===== src/rtl/prog_stream_loader.sv =====
// Program loader: turns a header/address/data word stream into imem line writes
// and dmem word writes, and holds prog_loading until a DONE header arrives.
//
// state | meaning
// ------+---------------------------------------------------------------
// HDR   | waiting for a segment header (target + word count)
// ADDR  | waiting for the segment base byte address
// DATA  | streaming segment words into imem lines or dmem words
// FLUSH | padding and writing out a partial imem line, stream stalled
// DONE  | load finished (or aborted on reserved target), stream ignored
module prog_stream_loader #(
    parameter int INSN_LEN    = 32,
    parameter int FETCH_WIDTH = 4,
    parameter int ADDR_LEN    = 32,
    parameter int CNT_W       = 16,
    parameter logic [INSN_LEN-1:0] PAD_INSN = 32'h00000013
) (
    input  logic                            clk,
    input  logic                            reset,
    input  logic                            in_valid,
    input  logic [INSN_LEN-1:0]             in_data,
    output logic                            in_ready,
    output logic                            prog_loading,
    output logic [ADDR_LEN-1:0]             ld_addr,
    output logic [FETCH_WIDTH*INSN_LEN-1:0] ld_line,
    output logic [INSN_LEN-1:0]             ld_word,
    output logic                            imem_we,
    output logic                            dmem_we,
    output logic                            err
);

    localparam int LINE_W     = FETCH_WIDTH * INSN_LEN;
    localparam int LINE_BYTES = LINE_W / 8;
    localparam int LANE_W     = (FETCH_WIDTH > 1) ? $clog2(FETCH_WIDTH) : 1;

    localparam logic [ADDR_LEN-1:0] LINE_STEP = ADDR_LEN'(LINE_BYTES);
    localparam logic [ADDR_LEN-1:0] LINE_MASK = ~(LINE_STEP - ADDR_LEN'(1));
    localparam logic [ADDR_LEN-1:0] WORD_STEP = ADDR_LEN'(4);
    localparam logic [ADDR_LEN-1:0] WORD_MASK = ~ADDR_LEN'(3);
    localparam logic [LANE_W-1:0]   LAST_LANE = LANE_W'(FETCH_WIDTH - 1);
    localparam logic [LINE_W-1:0]   PAD_LINE  = {FETCH_WIDTH{PAD_INSN}};

    typedef enum logic [2:0] {
        S_HDR,
        S_ADDR,
        S_DATA,
        S_FLUSH,
        S_DONE
    } state_t;

    typedef enum logic [1:0] {
        TGT_IMEM = 2'b00,
        TGT_DMEM = 2'b01,
        TGT_RSVD = 2'b10,
        TGT_DONE = 2'b11
    } tgt_t;

    state_t              state;
    logic                tgt_dmem;
    logic [CNT_W-1:0]    cnt_left;
    logic [ADDR_LEN-1:0] base;
    logic [ADDR_LEN-1:0] off;
    logic [LANE_W-1:0]   lane;
    logic [LINE_W-1:0]   line_buf;
    logic [LINE_W-1:0]   line_ins;

    logic                xfer;
    tgt_t                hdr_tgt;
    logic [CNT_W-1:0]    hdr_cnt;
    logic [ADDR_LEN-1:0] addr_in;
    logic                lane_last;
    logic                word_last;

    assign xfer      = in_valid && in_ready;
    assign hdr_tgt   = tgt_t'(in_data[INSN_LEN-1 -: 2]);
    assign hdr_cnt   = in_data[CNT_W-1:0];
    assign addr_in   = ADDR_LEN'(in_data);
    assign lane_last = (lane == LAST_LANE);
    assign word_last = (cnt_left == CNT_W'(1));

    // Lane 0 lands in the MSBs so the first fetched instruction leads the line.
    always_comb begin
        line_ins = line_buf;
        line_ins[(FETCH_WIDTH - 1 - int'(lane)) * INSN_LEN +: INSN_LEN] = in_data;
    end

    always_ff @(posedge clk) begin
        if (reset) begin
            state        <= S_HDR;
            tgt_dmem     <= 1'b0;
            cnt_left     <= '0;
            base         <= '0;
            off          <= '0;
            lane         <= '0;
            line_buf     <= PAD_LINE;
            in_ready     <= 1'b1;
            prog_loading <= 1'b1;
            ld_addr      <= '0;
            ld_line      <= '0;
            ld_word      <= '0;
            imem_we      <= 1'b0;
            dmem_we      <= 1'b0;
            err          <= 1'b0;
        end else begin
            imem_we <= 1'b0;
            dmem_we <= 1'b0;
            case (state)
                S_HDR: begin
                    if (xfer) begin
                        lane     <= '0;
                        off      <= '0;
                        line_buf <= PAD_LINE;
                        cnt_left <= hdr_cnt;
                        tgt_dmem <= (hdr_tgt == TGT_DMEM);
                        case (hdr_tgt)
                            TGT_DONE: begin
                                state        <= S_DONE;
                                in_ready     <= 1'b0;
                                prog_loading <= 1'b0;
                            end
                            TGT_RSVD: begin
                                state        <= S_DONE;
                                in_ready     <= 1'b0;
                                prog_loading <= 1'b0;
                                err          <= 1'b1;
                            end
                            default: state <= S_ADDR;
                        endcase
                    end
                end
                S_ADDR: begin
                    if (xfer) begin
                        base  <= addr_in & (tgt_dmem ? WORD_MASK : LINE_MASK);
                        state <= (cnt_left == '0) ? S_HDR : S_DATA;
                    end
                end
                S_DATA: begin
                    if (xfer) begin
                        cnt_left <= cnt_left - CNT_W'(1);
                        if (tgt_dmem) begin
                            ld_word <= in_data;
                            ld_addr <= base + off;
                            dmem_we <= 1'b1;
                            off     <= off + WORD_STEP;
                            if (word_last)
                                state <= S_HDR;
                        end else if (lane_last) begin
                            ld_line  <= line_ins;
                            ld_addr  <= base + off;
                            imem_we  <= 1'b1;
                            off      <= off + LINE_STEP;
                            lane     <= '0;
                            line_buf <= PAD_LINE;
                            if (word_last)
                                state <= S_HDR;
                        end else begin
                            lane     <= lane + LANE_W'(1);
                            line_buf <= line_ins;
                            if (word_last) begin
                                state    <= S_FLUSH;
                                in_ready <= 1'b0;
                            end
                        end
                    end
                end
                S_FLUSH: begin
                    // Unfilled lanes already hold PAD_INSN from the line reset.
                    ld_line  <= line_buf;
                    ld_addr  <= base + off;
                    imem_we  <= 1'b1;
                    off      <= off + LINE_STEP;
                    lane     <= '0;
                    line_buf <= PAD_LINE;
                    state    <= S_HDR;
                    in_ready <= 1'b1;
                end
                S_DONE: begin
                    in_ready     <= 1'b0;
                    prog_loading <= 1'b0;
                end
                default: begin
                    state    <= S_HDR;
                    in_ready <= 1'b1;
                end
            endcase
        end
    end

endmodule


===== config.mk =====
export PLATFORM = sky130hd
export DESIGN_NAME = prog_stream_loader
export DESIGN_NICKNAME = d
export VERILOG_FILES = /design/src/rtl/prog_stream_loader.sv
export SDC_FILE = /design/constraint.sdc
export NUM_CORES = 1
export LEC_CHECK = 0
export ABC_CLOCK_PERIOD_IN_PS = 2900
export BUFFER_PORTS_ARGS = -buffer_cell sky130_fd_sc_hd__buf_2
export CORE_UTILIZATION = 50
export DETAILED_ROUTE_END_ITERATION = 8
export PLACE_DENSITY = 0.75
export SLEW_MARGIN = 25
export SYNTH_ARGS = -nofsm -noshare
export SYNTH_HDL_FRONTEND = slang
export SYNTH_SLANG_ARGS = --single-unit

===== constraint.sdc =====
create_clock -name clk -period 2.9 [get_ports clk]
set_input_delay 0.58 -clock clk [delete_from_list [all_inputs] [get_ports clk]]
set_output_delay 0.58 -clock clk [all_outputs]
set_load 0.02 [all_outputs]

==> impl_metrics.json <==
{
  "synth-edff-count": 0,
  "cellPowerDensity_nw_per_um2": 620.7,
  "crit_arrival_ns": 3.24,
  "firstDrtPassIters": 7,
  "fp.dieW_um": 190.7,
  "yosysUniqueCellTypes": 79,
  "r2r_slack_ns": 0.14,
  "worst_setup_path_start_kind": "register",
  "path_clk_slew_ns": 0.06,
  "stdcell_area_sq_um": 20720,
  "final_common_cell": "dfxtp_1",
  "synth_top_area_frac": 0.4552,
  "p_leak_uw": 0.007961,
  "regToRegEndpoint": "ld_addr[24]",
  "numCtsBuffers": 42,
  "setup_viol": 0,
  "wl_per_cell_um": 19.97,
  "rsz0062_at_grt": "false",
  "pre_cts_slack_ns": 0.003263,
  "end_kind": "register",
  "rows": 68,
  "synth_cells": 2192,
  "clockBufferDepth": 3,
  "slew_violations": 0,
  "post-route-drc-count": 0,
  "hold_class": "primary input to register",
  "grt_usage": 0.2985,
  "seqCellArea_sq_um": 8108,
  "dpl.hpwl_mm": 37.08,
  "slew-limit-headroom": 0.4945,
  "ys_warn_count": 0,
  "multi_input_area_sq_um": 8848,
  "portBuffers": 229,
  "final_nets": 2393,
  "power_uw": 12860,
  "status": "completed",
  "place_area_sq_um": 19300,
  "async_flop_share": 0,
  "core-area_sq_um": 34800,
  "clock-root-buffer": "clkbuf_16",
  "syn-cell-area_sq_um": 17810,
  "first_iter_violations": 1544,
  "layout_common_cells": "dfxtp_1 (405), nand2_1 (318), nor2_1 (269), buf_2 (228), a21oi_1 (188)",
  "dr_total_vias": 17204,
  "synth-main-ff-cell": "dfxtp_1",
  "syn_to_final_growth_pct": 16.31,
  "antenna_found_initial": 0,
  "start_util": 0.5118,
  "fill_cells": 3081,
  "min_period_ns": 2.756,
  "ys_ff_latch": 405,
  "grt_pass1_vias": 15743,
  "tightest_slew_ns": 0.7514,
  "max_cap_viol_count": 0,
  "skew_ns": 0.01982,
  "grt_max_degree": 105,
  "crit_start": "off[2]",
  "worstReg2RegStart": "off[2]",
  "clock.fmax_ghz": 0.3629,
  "endpoint": "ld_addr[24]",
  "globalplace.congestion": 0.9214,
  "avgSynthCellArea_sq_um": 8.125,
  "viasPerCell": 6.140,
  "grt_pass1_wl_mm": 86.09,
  "ios": 232,
  "drtAntennaViolNets": 0,
  "ys_seq_area_frac": 0.4552,
  "synth_area_leaders": "dfxtp_1 (46%), nand2_1 (6.7%), nor2_1 (5.8%)",
  "drt-total-wl_mm": 55.96,
  "clock-sinks": 405,
  "die_y_um": 190.7,
  "hold_ws_ns": 0.3958,
  "layout_setup_ws_ns": 0.1443,
  "vdd_drop_max_mv": 0.4227,
  "clock_latency_ns": 0.56,
  "cts_tree": "done",
  "antenna-diode-count": 0,
  "cts_htree_levels": 2,
  "fin_crit_sh": 0.9502,
  "ff2ff_path_depth": 10,
  "hold_violations": 0,
  "dieArea_sq_um": 36380,
  "worstPathMaxFanout": 7,
  "synth_area_leader_cell": "dfxtp_1",
  "tns_ns": 0,
  "crit_type": "register to register",
  "cp.required_ns": 3.39,
  "drive_above_1_share": 0.1666,
  "grt-ovfl-total": 0
}
==> metrics by stage <==
step,cells,util
after detailed placement,2729,0.5545
after floorplan,2193,-
after global placement,2729,0.5545
after global routing,2802,0.5953
after CTS,2802,0.5951
final,2802,0.5953
==> cells in the mapped netlist, types with 8 or more instances <==
library cell	n
dfxtp_1	405
nand2_1	318
nor2_1	274
a21oi_1	189
clkbuf_1	146
nor3_1	89
nand3_1	88
a221oi_1	65
a22oi_1	64
a311oi_1	62
o21ai_0	61
buf_2	46
nand4_1	43
ha_1	39
and2_1	37
inv_1	16
or3_1	15
a31oi_1	14
a211oi_1	12
xor2_1	12
a21o_1	11
nor4_1	11
nand2b_1	10
o22ai_1	9
xnor2_1	9
and3_1	8
and4_1	8
buf_4	8
nor2b_1	8
o21a_1	8
==> cells by family (layout without fill, tap and decap cells) <==
| logic type | after synthesis | count (layout) | share of synthesized area |
|---|---|---|---|
| AND/OR/NAND/NOR | 945 | 945 | 0.2418 |
| XOR/XNOR | 21 | 21 | 0.01033 |
| buffers and inverters | 225 | 379 | 0.05248 |
| other | 1 | 2 | 0.0002105 |
| adder cells (fa/ha/maj) | 40 | 40 | 0.02852 |
| AO/OA/AOI/OAI | 552 | 552 | 0.2098 |
| multiplexers | 3 | 3 | 0.001686 |
| flip-flops | 405 | 405 | 0.4552 |
==> worst min-delay path by stage <==
stage / startpoint / to / slack [ns] / cells past startpoint
floorplan: line_buf[0] / line_buf[0] / 0.42 / 1
global placement: line_buf[0] / line_buf[0] / 0.43 / 1
detailed placement: line_buf[4] / line_buf[4] / 0.43 / 1
CTS: in_data[25] / base[25] / 0.37 / 3
global route: reset / ld_word[18] / 0.40 / 2
finish: reset / ld_word[17] / 0.40 / 2
==> worst max-delay path: stages (launching register included) <==
cell	delay, ns
dfxtp_1	0.44
ha_1	0.22
inv_1	0.06
fa_1	0.38
nand2b_1	0.22
a21oi_2	0.22
o21ai_0	0.21
a31oi_2	0.33
a21oi_1	0.14
or4_1	0.41
nand3_1	0.08
==> timing repair <==
action,in CTS,in global routing
resized for setup,1,2
pin swaps,0,0
endpoints found under the setup margin,1,5
hold buffers,0,0
buffers inserted,0,0
==> state kept, by name, summed over array words and instances (netlist names) <==
name and flops:
line_buf 128, cnt_left 16, err 1, ld_addr 30, imem_we 1, dmem_we 1
off 30, state 3, ld_line 128, prog_loading 1, in_ready 1, ld_word 32
tgt_dmem 1, base 30, lane 2
==> report_power, final <==
| part | internal [uW] | switching, uW | leakage [uW] |
|---|---|---|---|
| clock | 3280 | 2250 | 0.000680 |
| sequential | 5690 | 113 | 0.00327 |
| combinational | 437 | 1090 | 0.00401 |
| total | 9410 | 3450 | 0.00796 |
==> layer usage <==
metal	GRT usage	vias to the layer above	part of all wire
met4	0.1138	0	0.035
met1	0.3906	8238	0.42
met3	0.06367	125	0.088
li1	-	8070	-
met5	0	-	0
met2	0.4803	771	0.46
==> cell type report <==
cell class	instances	area share
multi-input cells	1563	0.4271
flip-flops and latches	405	0.3914
repair buffers	290	0.08329
clock buffers	58	0.05653
well taps	455	0.02748
clock inverters	15	0.01129
inverters	16	0.002899
(Power assumes the default switching activity.)
